### src/rtl/pkt_uart_rx.sv
// pkt_uart_rx: packet-framing UART receiver. Samples one serial line (8 data bits, LSB first),
// assembles NUM_BYTES bytes into pkt_data (first byte in the MS byte) and signals completion
// with a frm_rdy / clr_frm_rdy handshake. A partial packet is dropped after an inter-byte gap
// of more than IDLE_TO bit periods. Framing and overrun errors are one-cycle pulses.
// Define PKT_UART_PARITY_EN to add an even-parity bit between the data bits and the stop bit.
module pkt_uart_rx #(
    parameter int unsigned BAUD_DIV  = 868,
    parameter int unsigned NUM_BYTES = 3,
    parameter int unsigned IDLE_TO   = 4
) (
    input  logic                   clk,
    input  logic                   rst,
    input  logic                   RX,
    input  logic                   clr_frm_rdy,
    output logic                   frm_rdy,
    output logic [8*NUM_BYTES-1:0] pkt_data,
    output logic                   frm_err,
    output logic                   ovr_err
);

    localparam int unsigned PktW     = 8 * NUM_BYTES;
    localparam int unsigned CntW     = $clog2(BAUD_DIV + 1);
    localparam int unsigned ByteCntW = $clog2(NUM_BYTES + 1);
    localparam int unsigned GapMax   = IDLE_TO * BAUD_DIV;
    localparam int unsigned GapW     = $clog2(GapMax + 2);

    localparam logic [CntW-1:0]     FullDiv  = CntW'(BAUD_DIV);
    localparam logic [CntW-1:0]     HalfDiv  = CntW'(BAUD_DIV / 2);
    localparam logic [ByteCntW-1:0] LastByte = ByteCntW'(NUM_BYTES - 1);
    localparam logic [GapW-1:0]     GapLimit = GapW'(GapMax);

    typedef enum logic [2:0] {
        StIdle   = 3'd0,
        StStart  = 3'd1,
        StData   = 3'd2,
        StStop   = 3'd3,
        StBreak  = 3'd4
`ifdef PKT_UART_PARITY_EN
        ,
        StParity = 3'd5
`endif
    } state_e;

    state_e              state_q, state_d;
    logic                rx_meta_q, rx_sync_q, rx_prev_q;
    logic [CntW-1:0]     cnt_q, cnt_d;
    logic [2:0]          bit_idx_q, bit_idx_d;
    logic [7:0]          shift_q, shift_d;
    logic [ByteCntW-1:0] byte_cnt_q, byte_cnt_d;
    logic [PktW-1:0]     pkt_sr_q, pkt_sr_d;
    logic [GapW-1:0]     gap_q, gap_d;
    logic [PktW-1:0]     pkt_data_q, pkt_data_d;
    logic                frm_rdy_q, frm_rdy_d;
    logic                frm_err_q, frm_err_d;
    logic                ovr_err_q, ovr_err_d;
    logic                tick;
    logic                bad_frame;
`ifdef PKT_UART_PARITY_EN
    logic                par_err_q, par_err_d;
`endif

    // Two-flop synchroniser plus a delayed copy for start-edge detection.
    always_ff @(posedge clk or posedge rst) begin
        if (rst) begin
            rx_meta_q <= 1'b1;
            rx_sync_q <= 1'b1;
            rx_prev_q <= 1'b1;
        end else begin
            rx_meta_q <= RX;
            rx_sync_q <= rx_meta_q;
            rx_prev_q <= rx_sync_q;
        end
    end

    // State and datapath registers.
    always_ff @(posedge clk or posedge rst) begin
        if (rst) begin
            state_q    <= StIdle;
            cnt_q      <= '0;
            bit_idx_q  <= '0;
            shift_q    <= '0;
            byte_cnt_q <= '0;
            pkt_sr_q   <= '0;
            gap_q      <= '0;
            pkt_data_q <= '0;
            frm_rdy_q  <= 1'b0;
            frm_err_q  <= 1'b0;
            ovr_err_q  <= 1'b0;
`ifdef PKT_UART_PARITY_EN
            par_err_q  <= 1'b0;
`endif
        end else begin
            state_q    <= state_d;
            cnt_q      <= cnt_d;
            bit_idx_q  <= bit_idx_d;
            shift_q    <= shift_d;
            byte_cnt_q <= byte_cnt_d;
            pkt_sr_q   <= pkt_sr_d;
            gap_q      <= gap_d;
            pkt_data_q <= pkt_data_d;
            frm_rdy_q  <= frm_rdy_d;
            frm_err_q  <= frm_err_d;
            ovr_err_q  <= ovr_err_d;
`ifdef PKT_UART_PARITY_EN
            par_err_q  <= par_err_d;
`endif
        end
    end

    // Bit FSM, packet assembly, inter-byte timeout and handshake.
    always_comb begin
        state_d    = state_q;
        cnt_d      = cnt_q;
        bit_idx_d  = bit_idx_q;
        shift_d    = shift_q;
        byte_cnt_d = byte_cnt_q;
        pkt_sr_d   = pkt_sr_q;
        gap_d      = '0;
        pkt_data_d = pkt_data_q;
        frm_rdy_d  = frm_rdy_q & ~clr_frm_rdy;
        frm_err_d  = 1'b0;
        ovr_err_d  = 1'b0;
        tick       = (cnt_q == CntW'(1));
        bad_frame  = 1'b0;
`ifdef PKT_UART_PARITY_EN
        par_err_d  = par_err_q;
`endif

        unique case (state_q)
            StIdle: begin
                if (rx_prev_q && !rx_sync_q) begin
                    state_d = StStart;
                    cnt_d   = HalfDiv;
                end else if (byte_cnt_q != '0) begin
                    // Partial packet waiting: drop it once the gap is exceeded.
                    if (gap_q >= GapLimit) begin
                        byte_cnt_d = '0;
                    end else begin
                        gap_d = gap_q + GapW'(1);
                    end
                end
            end

            StStart: begin
                if (!tick) begin
                    cnt_d = cnt_q - CntW'(1);
                end else if (rx_sync_q) begin
                    state_d = StIdle;  // false start
                end else begin
                    state_d   = StData;
                    cnt_d     = FullDiv;
                    bit_idx_d = '0;
                end
            end

            StData: begin
                if (!tick) begin
                    cnt_d = cnt_q - CntW'(1);
                end else begin
                    shift_d   = {rx_sync_q, shift_q[7:1]};
                    cnt_d     = FullDiv;
                    bit_idx_d = bit_idx_q + 3'd1;
                    if (bit_idx_q == 3'd7) begin
`ifdef PKT_UART_PARITY_EN
                        state_d = StParity;
`else
                        state_d = StStop;
`endif
                    end
                end
            end

`ifdef PKT_UART_PARITY_EN
            StParity: begin
                if (!tick) begin
                    cnt_d = cnt_q - CntW'(1);
                end else begin
                    // Even parity: data ones plus parity bit must be even.
                    par_err_d = rx_sync_q ^ (^shift_q);
                    cnt_d     = FullDiv;
                    state_d   = StStop;
                end
            end
`endif

            StStop: begin
                if (!tick) begin
                    cnt_d = cnt_q - CntW'(1);
                end else begin
                    bad_frame = !rx_sync_q;
`ifdef PKT_UART_PARITY_EN
                    bad_frame = bad_frame | par_err_q;
`endif
                    if (bad_frame) begin
                        frm_err_d  = 1'b1;
                        byte_cnt_d = '0;
                        state_d    = StBreak;
                    end else begin
                        state_d  = StIdle;
                        pkt_sr_d = (pkt_sr_q << 8) | PktW'(shift_q);
                        if (byte_cnt_q == LastByte) begin
                            // Completion wins over a same-cycle acknowledge.
                            pkt_data_d = pkt_sr_d;
                            frm_rdy_d  = 1'b1;
                            ovr_err_d  = frm_rdy_q & ~clr_frm_rdy;
                            byte_cnt_d = '0;
                        end else begin
                            byte_cnt_d = byte_cnt_q + ByteCntW'(1);
                        end
                    end
                end
            end

            StBreak: begin
                if (rx_sync_q) begin
                    state_d = StIdle;
                end
            end

            default: state_d = StIdle;
        endcase
    end

    assign frm_rdy  = frm_rdy_q;
    assign pkt_data = pkt_data_q;
    assign frm_err  = frm_err_q;
    assign ovr_err  = ovr_err_q;

endmodule

### config.mk
export PLATFORM = sky130hd
export DESIGN_NAME = pkt_uart_rx
export DESIGN_NICKNAME = d
export VERILOG_FILES = /design/src/rtl/pkt_uart_rx.sv
export SDC_FILE = /design/constraint.sdc
export NUM_CORES = 1
export LEC_CHECK = 0
export BUFFER_PORTS_ARGS = -buffer_cell sky130_fd_sc_hd__buf_2
export CAP_MARGIN = 10
export CORE_ASPECT_RATIO = 0.8
export CORE_MARGIN = 2
export CORE_UTILIZATION = 59
export CTS_CLUSTER_SIZE = 20
export DETAILED_ROUTE_END_ITERATION = 6
export GPL_TIMING_DRIVEN = 0
export PLACE_DENSITY = 0.79
export REMOVE_ABC_BUFFERS = 1
export SYNTH_ARGS = -nofsm -noshare
export SYNTH_HDL_FRONTEND = slang
export SYNTH_SLANG_ARGS = --single-unit
### constraint.sdc
create_clock -name clk -period 3.3 [get_ports clk]
set_clock_uncertainty 0.05 [all_clocks]
set_input_delay 0.66 -clock clk [delete_from_list [all_inputs] [get_ports clk]]
set_output_delay 0.66 -clock clk [all_outputs]
set_load 0.01 [all_outputs]
==> flow_summary.ini, run 1 <==
[grt]
grt_first_pass_wirelength_um = 11500
antenna_found_initial = 0
grt_max_degree = 60
track_usage_pct = 20.9
grt_overflow_total = 0
grt_pass1_vias = 2450

[logic_synthesis]
syn_inst = 300
yosysTopAreaCellShare_pct = 53.9
synthAdderAreaFrac_pct = 2.26
synth_edf_count = 0
synth-seq-area-share_pct = 56.0
syn_avg_cell_area_um2 = 12.5
synth-xor-area-share_pct = 2.33
synth_commonest_cells = dfrtp_1, mux2_2, nor2_1
yosysWarnings = 0
synth_top_family_by_area = multiplexers
synth_compound_gate_area_share_pct = 7.86
synth_area_um2 = 3760
synthFlopType = dfrtp_1
synth.largest_area_cell = dfrtp_1
synth_cell_types = 50
async_reset_ff_share_pct = 100
synth_mux_area_share_pct = 16.4
yosys_register_bits = 84
yosysMostFrequentCell = dfrtp_1
yosys.area_share.simple_pct = 13.0
synthTopCellsByArea = dfrtp_1, mux2_2, mux2_4

[clock_network]
clock-sinks = 84
cts_setup_buffers = 0
clockBufferDepth = 2
clock_latency_ps = 350
cts_tree = done
cts-htree-levels = 3
clkTransAtPathRegs_ps = 80
cts_made_buffers = 9
ctsResizeCount = 0
cts-root-buf = clkbuf_8
hold_buffers = 0

[final_layout]
seqCellArea_um2 = 2110
final_nets = 343
antenna_cells = 0
drive_above_1_share_pct = 31.4
final_cell_area_um2 = 4200
flow.area_growth_from_synthesis_pct = 11.7
post-route-util_pct = 69.5
multi_input_area_um2 = 1570
fillers = 427

[drt]
drt-wirelength-per-cell_um = 15.1
viasPerCell = 5.62
drt_wl_total_um = 6340
dr.pass1.iters = 4
drt_iter0_markers = 158
drc = 0
num_vias = 2356
ant_nets = 0

[run_status]
status = complete, no violations

[flow_run]
drv_cap = 0

[placed_design]
dpl-instance-area_um2 = 3990
globalplace.congestion = 0.863
dp_hpwl_um = 4180
portBuffers = 30

[setup_path]
required_ps = 3510
crit_chain = and4b_1, nand4_1, nor3_1, nor2_1, a31oi_1
crit_slowest_cell = nand4_1
critPathBufInv = 0
cp_top_family = simple AND/OR/NAND/NOR gates
worst-setup-path-type = reg -> reg
worstSetupEndpointType = flip-flop
worstPathMaxFanout = 17
critPathArrivalTime_ps = 2890
worst-path-stages = 5
reg2reg_depth = 5
critical-path-max-stage-delay_ps = 840
start_kind = flip-flop

[pwr]
p_int_w = 0.00160
powerDensity_nw_per_um2 = 531
vdd_drop_max_mv = 0.342
comb_power_share_pct = 12.5
seqPwrFrac_pct = 53.8
p_sw_w = 0.000624
power_leakage_nw = 2.15
p_sw_share_pct = 28.0
report.power.total_w = 0.00223
clkPwrFrac_pct = 33.7

[sta]
setup_violations = 0
rsz0062_at_grt = false
setup_tns_ps = 0
worstMarginPinSlew_ps = 1040
finalCritPeriodShare_pct = 81.1
hold_viol_final = 0
period_minus_slack_ps = 2680
slew_viol_final = 0
maxSlewHeadroom_pct = 30.4
fmax_mhz = 374

[worst_hold_path]
min_path_type = in -> async

[floorplan]
die_y_um = 75.4
num_io_pins = 31
start_util_pct = 62.2
floorplan.rows = 25
dieArea_um2 = 7030
core_area_um2 = 6040
die-width_um = 93.2
flip-flops by register name (all words and copies together), names as in the netlist, 2 cells and up:
signal,cells
bit_idx_q,3
byte_cnt_q,2
cnt_q,10
gap_q,12
pkt_data,24
pkt_sr_q,16
shift_q,8
state_q,3
worst reg2reg max path: stages (launching register included):
cell and delay (ps):
dfrtp_1 640, and4b_1 360, nand4_1 840, nor3_1 470
nor2_1 90, a31oi_1 150
metrics by stage:
stage               worst slack (ps)  hold WS, ps  cells
floorplan                        430          295    291
global placement                -476          297    402
detailed placement               652          301    403
CTS                              610          229    419
global route                     334          243    419
finish                           624          234    419
power by group through the flow:
stage / logic (W) / registers, W / clock network [W]
final: 0.000279 / 0.00120 / 0.000750
after global routing: 0.000325 / 0.00121 / 0.000812
after CTS: 0.000282 / 0.00120 / 0.000772
after detailed placement: 0.000280 / 0.00122 / 0
after global placement: 0.000263 / 0.00121 / 0
after floorplan: 0.000234 / 0.00119 / 0
final timing paths:
check,slack [ps],from,end
worst max-delay path,620,state_q[0],byte_cnt_q[0]
worst min-delay path,230,rst,gap_q[1]
worst max register to register,620,state_q[0],byte_cnt_q[0]
worst min register to register,310,rx_meta_q,rx_sync_q
max in group asynchronous,2350,rst,rx_prev_q
min in group clk,310,rx_meta_q,rx_sync_q
cells in the final DEF, fill, tap and decap left out, types with 7 or more instances in the layout:
cell      netlist  routed
a21oi_1         7       7
buf_2           0      30
clkbuf_8        0      10
dfrtp_1        81      81
inv_1           8       7
mux2_2         29      29
mux2_4         18      18
nand2_1        18      18
nand3_1         9       9
nor2_1         26      26
nor3_1          8       8
o21ai_0        10      10
or3_1           7       7
cell type report:
| type | count | area share, % |
|---|---|---|
| tap | 81 | 2.41 |
| sequential | 84 | 50.2 |
| multi-input combinational | 199 | 37.5 |
| clock buffer | 10 | 3.28 |
| inverter | 8 | 0.775 |
| timing repair buffer | 31 | 4.23 |
| clock inverter | 6 | 1.67 |
logic make-up after synthesis:
family | Yosys count
AO/OA/AOI/OAI | 43
buffers and inverters | 17
XOR/XNOR | 10
multiplexers | 49
adder cells (fa/ha/maj) | 7
AND/OR/NAND/NOR | 90
flip-flops | 84
metal layers:
layer  GRT usage, %  vias to the layer above  part of all wire, %
met4           6.05                        0                 0.49
met1           29.7                     1161                   49
met5              0                        -                    0
li1               -                     1136                    -
met2           32.8                       54                   46
met3           5.24                        5                  4.4
Note: power is estimated with default switching activity, not from simulation.
==> inputs of run 2 (changes only) <==
clock period = 2.7 ns   (was 3.3 ns; I/O delays follow)
==> flow_summary.ini, run 2 (same netlist as run 1, synthesis figures left out) <==
[run_status]
status = complete, no violations

[drt]
ant_nets = 0
drt-wirelength-per-cell_um = 15.0
dr.pass1.iters = 4
num_vias = 2336
drt_iter0_markers = 156
viasPerCell = 5.55
drt_wl_total_um = 6310
drc = 0

[clock_network]
cts-htree-levels = 3
cts_setup_buffers = 0
clkTransAtPathRegs_ps = 80
hold_buffers = 0
cts_tree = done
clock-sinks = 84
cts-root-buf = clkbuf_8
cts_made_buffers = 9
clockBufferDepth = 2
clock_latency_ps = 350
ctsResizeCount = 0

[setup_path]
critical-path-max-stage-delay_ps = 590
critPathBufInv = 0
start_kind = flip-flop
r2r_start = cnt_q[5]
reg2reg_depth = 4
crit_chain = or4_4, nor3_4, nand4b_4, mux2_4
required_ps = 2880
reg2reg_slack_ps = 140
worstSetupEndpointType = flip-flop
cp_top_family = simple AND/OR/NAND/NOR gates
critical_path.startpoint = cnt_q[5]
critPathArrivalTime_ps = 2740
crit_slowest_cell = or4_4
worstPathMaxFanout = 26
worst-setup-path-type = reg -> reg
r2r_end = pkt_data[11]

[final_layout]
drive_above_1_share_pct = 31.8
fillers = 428
antenna_cells = 0
layout_common_cells = dfrtp_1, buf_2, mux2_2
post-route-util_pct = 69.8
final_cell_area_um2 = 4210
largest_reg_flops = 24
flow.area_growth_from_synthesis_pct = 12.1
layout_commonest_cell = dfrtp_1
final_nets = 345
seqCellArea_um2 = 2110
multi_input_area_um2 = 1570

[floorplan]
num_io_pins = 31
die-width_um = 93.2
start_util_pct = 62.2
die_y_um = 75.4
floorplan.rows = 25
dieArea_um2 = 7030
core_area_um2 = 6040

[sta]
setup_tns_ps = 0
period_minus_slack_ps = 2560
hold_viol_final = 0
rsz0062_at_grt = false
maxSlewHeadroom_pct = 52.1
worstMarginPinSlew_ps = 716
finalCritPeriodShare_pct = 94.8
slew_viol_final = 0
setup_violations = 0
fin_ws_ps = 141
fmax_mhz = 391
hold-worst-slack_ps = 114

[grt]
track_usage_pct = 20.9
grt_pass1_vias = 2450
antenna_found_initial = 0
grt_first_pass_wirelength_um = 11500
grt_max_degree = 60
grt_overflow_total = 0

[placed_design]
place_ws_ps = 51.5
globalplace.congestion = 0.863
dp_hpwl_um = 4180
dpl-instance-area_um2 = 3990
portBuffers = 30

[pwr]
powerDensity_nw_per_um2 = 646
power_leakage_nw = 2.16
vdd_drop_max_mv = 0.418

[flow_run]
drv_cap = 0

[worst_hold_path]
min_path_type = in -> async
## run 2: cell types whose count changed in the layout (fill, tap and decap cells not counted)
cell and delta:
buf_4 +2
## run 2: metrics by stage
step	instances	power, W
final	421	0.00272
after global routing	421	0.00287
after CTS	419	0.00275
after detailed placement	403	0.00183
after global placement	402	0.00180
after floorplan	291	0.00174
## run 2: area by class of cell
class | count | area share (%)
clock buffer | 10 | 3.27
clock inverter | 6 | 1.66
inverter | 8 | 0.772
multi-input combinational | 199 | 37.3
sequential | 84 | 50.0
tap | 81 | 2.41
timing repair buffer | 33 | 4.57
## run 2: metal layers
metal / wire [µm] / global-route usage [%] / vias up / share of wire (%)
li1: - / - / 1139 / -
met1: 3230 / 29.7 / 1148 / 51
met2: 2830 / 32.8 / 44 / 45
met3: 215 / 5.24 / 5 / 3.4
met4: 41 / 6.05 / 0 / 0.65
met5: 0 / 0 / - / 0
## run 2: worst max-delay path by stage
stage	end	slack (ps)	depth (start not counted)
detailed placement	byte_cnt_q[0]	50	5
CTS	byte_cnt_q[0]	10	5
floorplan	bit_idx_q[0]	-50	1
finish	pkt_data[11]	140	4
global placement	cnt_q[6]	-960	2
global route	cnt_q[8]	6	5
## run 2: worst register-to-register path: cells and delay by family, from the launching register on
family / cells / cell delay (ps)
muxes: 1 / 500
DFF: 1 / 450
and+or+nand+nor: 3 / 1450
## run 2: power by group
part | total (W) | switching [W] | internal, W
sequential | 0.00146 | 0.000123 | 0.00134
clock | 0.000916 | 0.000457 | 0.000459
combinational | 0.000343 | 0.000183 | 0.000160
total | 0.00272 | 0.000764 | 0.00196
==> inputs of run 3 (changes only) <==
ABC_AREA = 1   (was unset)
CORE_UTILIZATION = 60   (was 59)
PLACE_DENSITY = 0.8   (was 0.79)
==> flow_summary.ini, run 3 <==
[final_layout]
largest_reg_flops = 24
layout_common_cells = nand2_1, dfrtp_1, inv_1
antenna_cells = 0
final_nets = 494
layout_commonest_cell = nand2_1
fillers = 515
flow.area_growth_from_synthesis_pct = 9.43
drive_above_1_share_pct = 21.9

[setup_path]
reg2reg_depth = 5
worstSetupEndpointType = flip-flop
reg2reg_slack_ps = 510
required_ps = 2870
critical_path.startpoint = rx_sync_q
worstPathMaxFanout = 47
crit_slowest_cell = nand4_4
r2r_end = pkt_data[13]
r2r_start = rx_sync_q
critical-path-max-stage-delay_ps = 630
cp_top_family = simple AND/OR/NAND/NOR gates
critPathBufInv = 1
start_kind = flip-flop
critPathArrivalTime_ps = 2350
crit_chain = inv_1, nor2_1, nand4_4, nand2_1, o21ai_1
worst-setup-path-type = reg -> reg

[floorplan]
start_util_pct = 62.5
floorplan.rows = 26
core_area_um2 = 6470
die_y_um = 77.5
die-width_um = 95.8
dieArea_um2 = 7430
num_io_pins = 31

[drt]
viasPerCell = 5.21
met2_length_um = 3730
ant_nets = 0
drt_wl_total_um = 7540
num_vias = 2988
drt_iter0_markers = 169
dr.pass1.iters = 4
drc = 0
drt-wirelength-per-cell_um = 13.2
wl_met3_um = 319
top_layer = met4
wirelength_met1_um = 3380

[clock_network]
cts_made_buffers = 9
clock-sinks = 84
hold_buffers = 0
cts-root-buf = clkbuf_8
cts_tree = done
clock_latency_ps = 360
clkTransAtPathRegs_ps = 80
ctsResizeCount = 0
cts_setup_buffers = 0
clockBufferDepth = 2
cts-htree-levels = 3

[pwr]
p_int_w = 0.00206
comb_power_share_pct = 27.4
p_sw_w = 0.00119
powerDensity_nw_per_um2 = 733
seqPwrFrac_pct = 44.5
vdd_drop_max_mv = 0.491
p_sw_share_pct = 36.5
clkPwrFrac_pct = 28.1
power_leakage_nw = 2.23

[sta]
setup_violations = 0
hold-worst-slack_ps = 149
slew_viol_final = 0
fmax_mhz = 458
maxSlewHeadroom_pct = 49.1
hold_viol_final = 0
rsz0062_at_grt = false
fin_ws_ps = 514
worstMarginPinSlew_ps = 762
finalCritPeriodShare_pct = 80.9
period_minus_slack_ps = 2190

[placed_design]
place_ws_ps = 558
dp_hpwl_um = 5100
globalplace.congestion = 0.896
portBuffers = 30

[logic_synthesis]
yosysTopAreaCellShare_pct = 50.1
yosysWarnings = 0
synth_area_um2 = 4050
yosys_register_bits = 84
synth_cell_types = 34
async_reset_ff_share_pct = 100
synth.largest_area_cell = dfrtp_1
yosysMostFrequentCell = nand2_1
synth-seq-area-share_pct = 52.0
synthFlopType = dfrtp_1
synth_commonest_cells = nand2_1, dfrtp_1, inv_1
synth_edf_count = 0
syn_avg_cell_area_um2 = 8.96
synthTopCellsByArea = dfrtp_1, nand2_1, inv_1
syn_inst = 452

[grt]
grt_first_pass_wirelength_um = 13100
grt_max_degree = 51
grt_pass1_vias = 2980
antenna_found_initial = 0
grt_overflow_total = 0
track_usage_pct = 23.0

[worst_hold_path]
min_path_type = in -> async

[flow_run]
drv_cap = 0

[run_status]
status = complete, no violations
-- run 3: cell count changes after synthesis, sizes merged, moves of 8 or more --
cell | previous run | this run
inv | 8 | 64
o21ai | 11 | 53
buf | 2 | 10
nand2 | 18 | 130
nor2 | 26 | 47
mux2 | 47 | 0
nand3 | 10 | 28
-- run 3: worst max path at each step --
| stage | endpoint | slack, ps | depth (start not counted) |
|---|---|---|---|
| after floorplan | bit_idx_q[0] | -50 | 1 |
| after global placement | cnt_q[5] | -960 | 2 |
| after detailed placement | pkt_data[18] | 560 | 4 |
| after CTS | pkt_data[13] | 510 | 5 |
| after global routing | pkt_data[18] | 300 | 4 |
| final | pkt_data[13] | 510 | 5 |
-- run 3: area by class of cell --
| class | count | area [µm²] | share of cell area, % |
|---|---|---|---|
| timing repair buffer | 31 | 178 | 4.01 |
| tap | 84 | 105 | 2.37 |
| multi-input combinational | 294 | 1600 | 36.0 |
| sequential | 84 | 2110 | 47.5 |
| inverter | 64 | 245 | 5.54 |
| clock buffer | 10 | 128 | 2.88 |
| clock inverter | 6 | 72.6 | 1.64 |
-- run 3: kinds of logic (layout without fill, tap and decap cells) --
| group | after synthesis | in the layout | share of synthesized area (%) |
|---|---|---|---|
| compound gates | 62 | 62 | 10.0 |
| xor+xnor | 7 | 7 | 1.51 |
| fa+ha+maj | 6 | 6 | 1.85 |
| buf+inv | 74 | 111 | 8.56 |
| flops | 84 | 84 | 52.0 |
| simple gates | 219 | 219 | 26.1 |
-- run 3: metal layers --
| metal | vias up | global-route usage (%) |
|---|---|---|
| met5 | - | 0 |
| met4 | 0 | 7.71 |
| met3 | 10 | 6.70 |
| met2 | 62 | 36.3 |
| met1 | 1431 | 30.4 |
| li1 | 1485 | - |
-- run 3: per-stage QoR --
stage	cell area [µm²]	total power (W)	util [%]	instances	TNS (ps)
after detailed placement	4230	0.00235	65.3	557	0
after CTS	4430	0.00326	68.4	573	0
after floorplan	3950	0.00216	-	442	-4060
after global routing	4430	0.00347	68.4	573	0
final	4430	0.00325	68.4	573	0
after global placement	4200	0.00230	64.9	556	-78170
-- run 3: power groups by stage --
stage | registers (W) | logic, W | clock network, W
final | 0.00145 | 0.000891 | 0.000912
after global routing | 0.00146 | 0.00102 | 0.000987
after CTS | 0.00144 | 0.000886 | 0.000929
after detailed placement | 0.00147 | 0.000888 | 0
after global placement | 0.00146 | 0.000842 | 0
after floorplan | 0.00144 | 0.000717 | 0
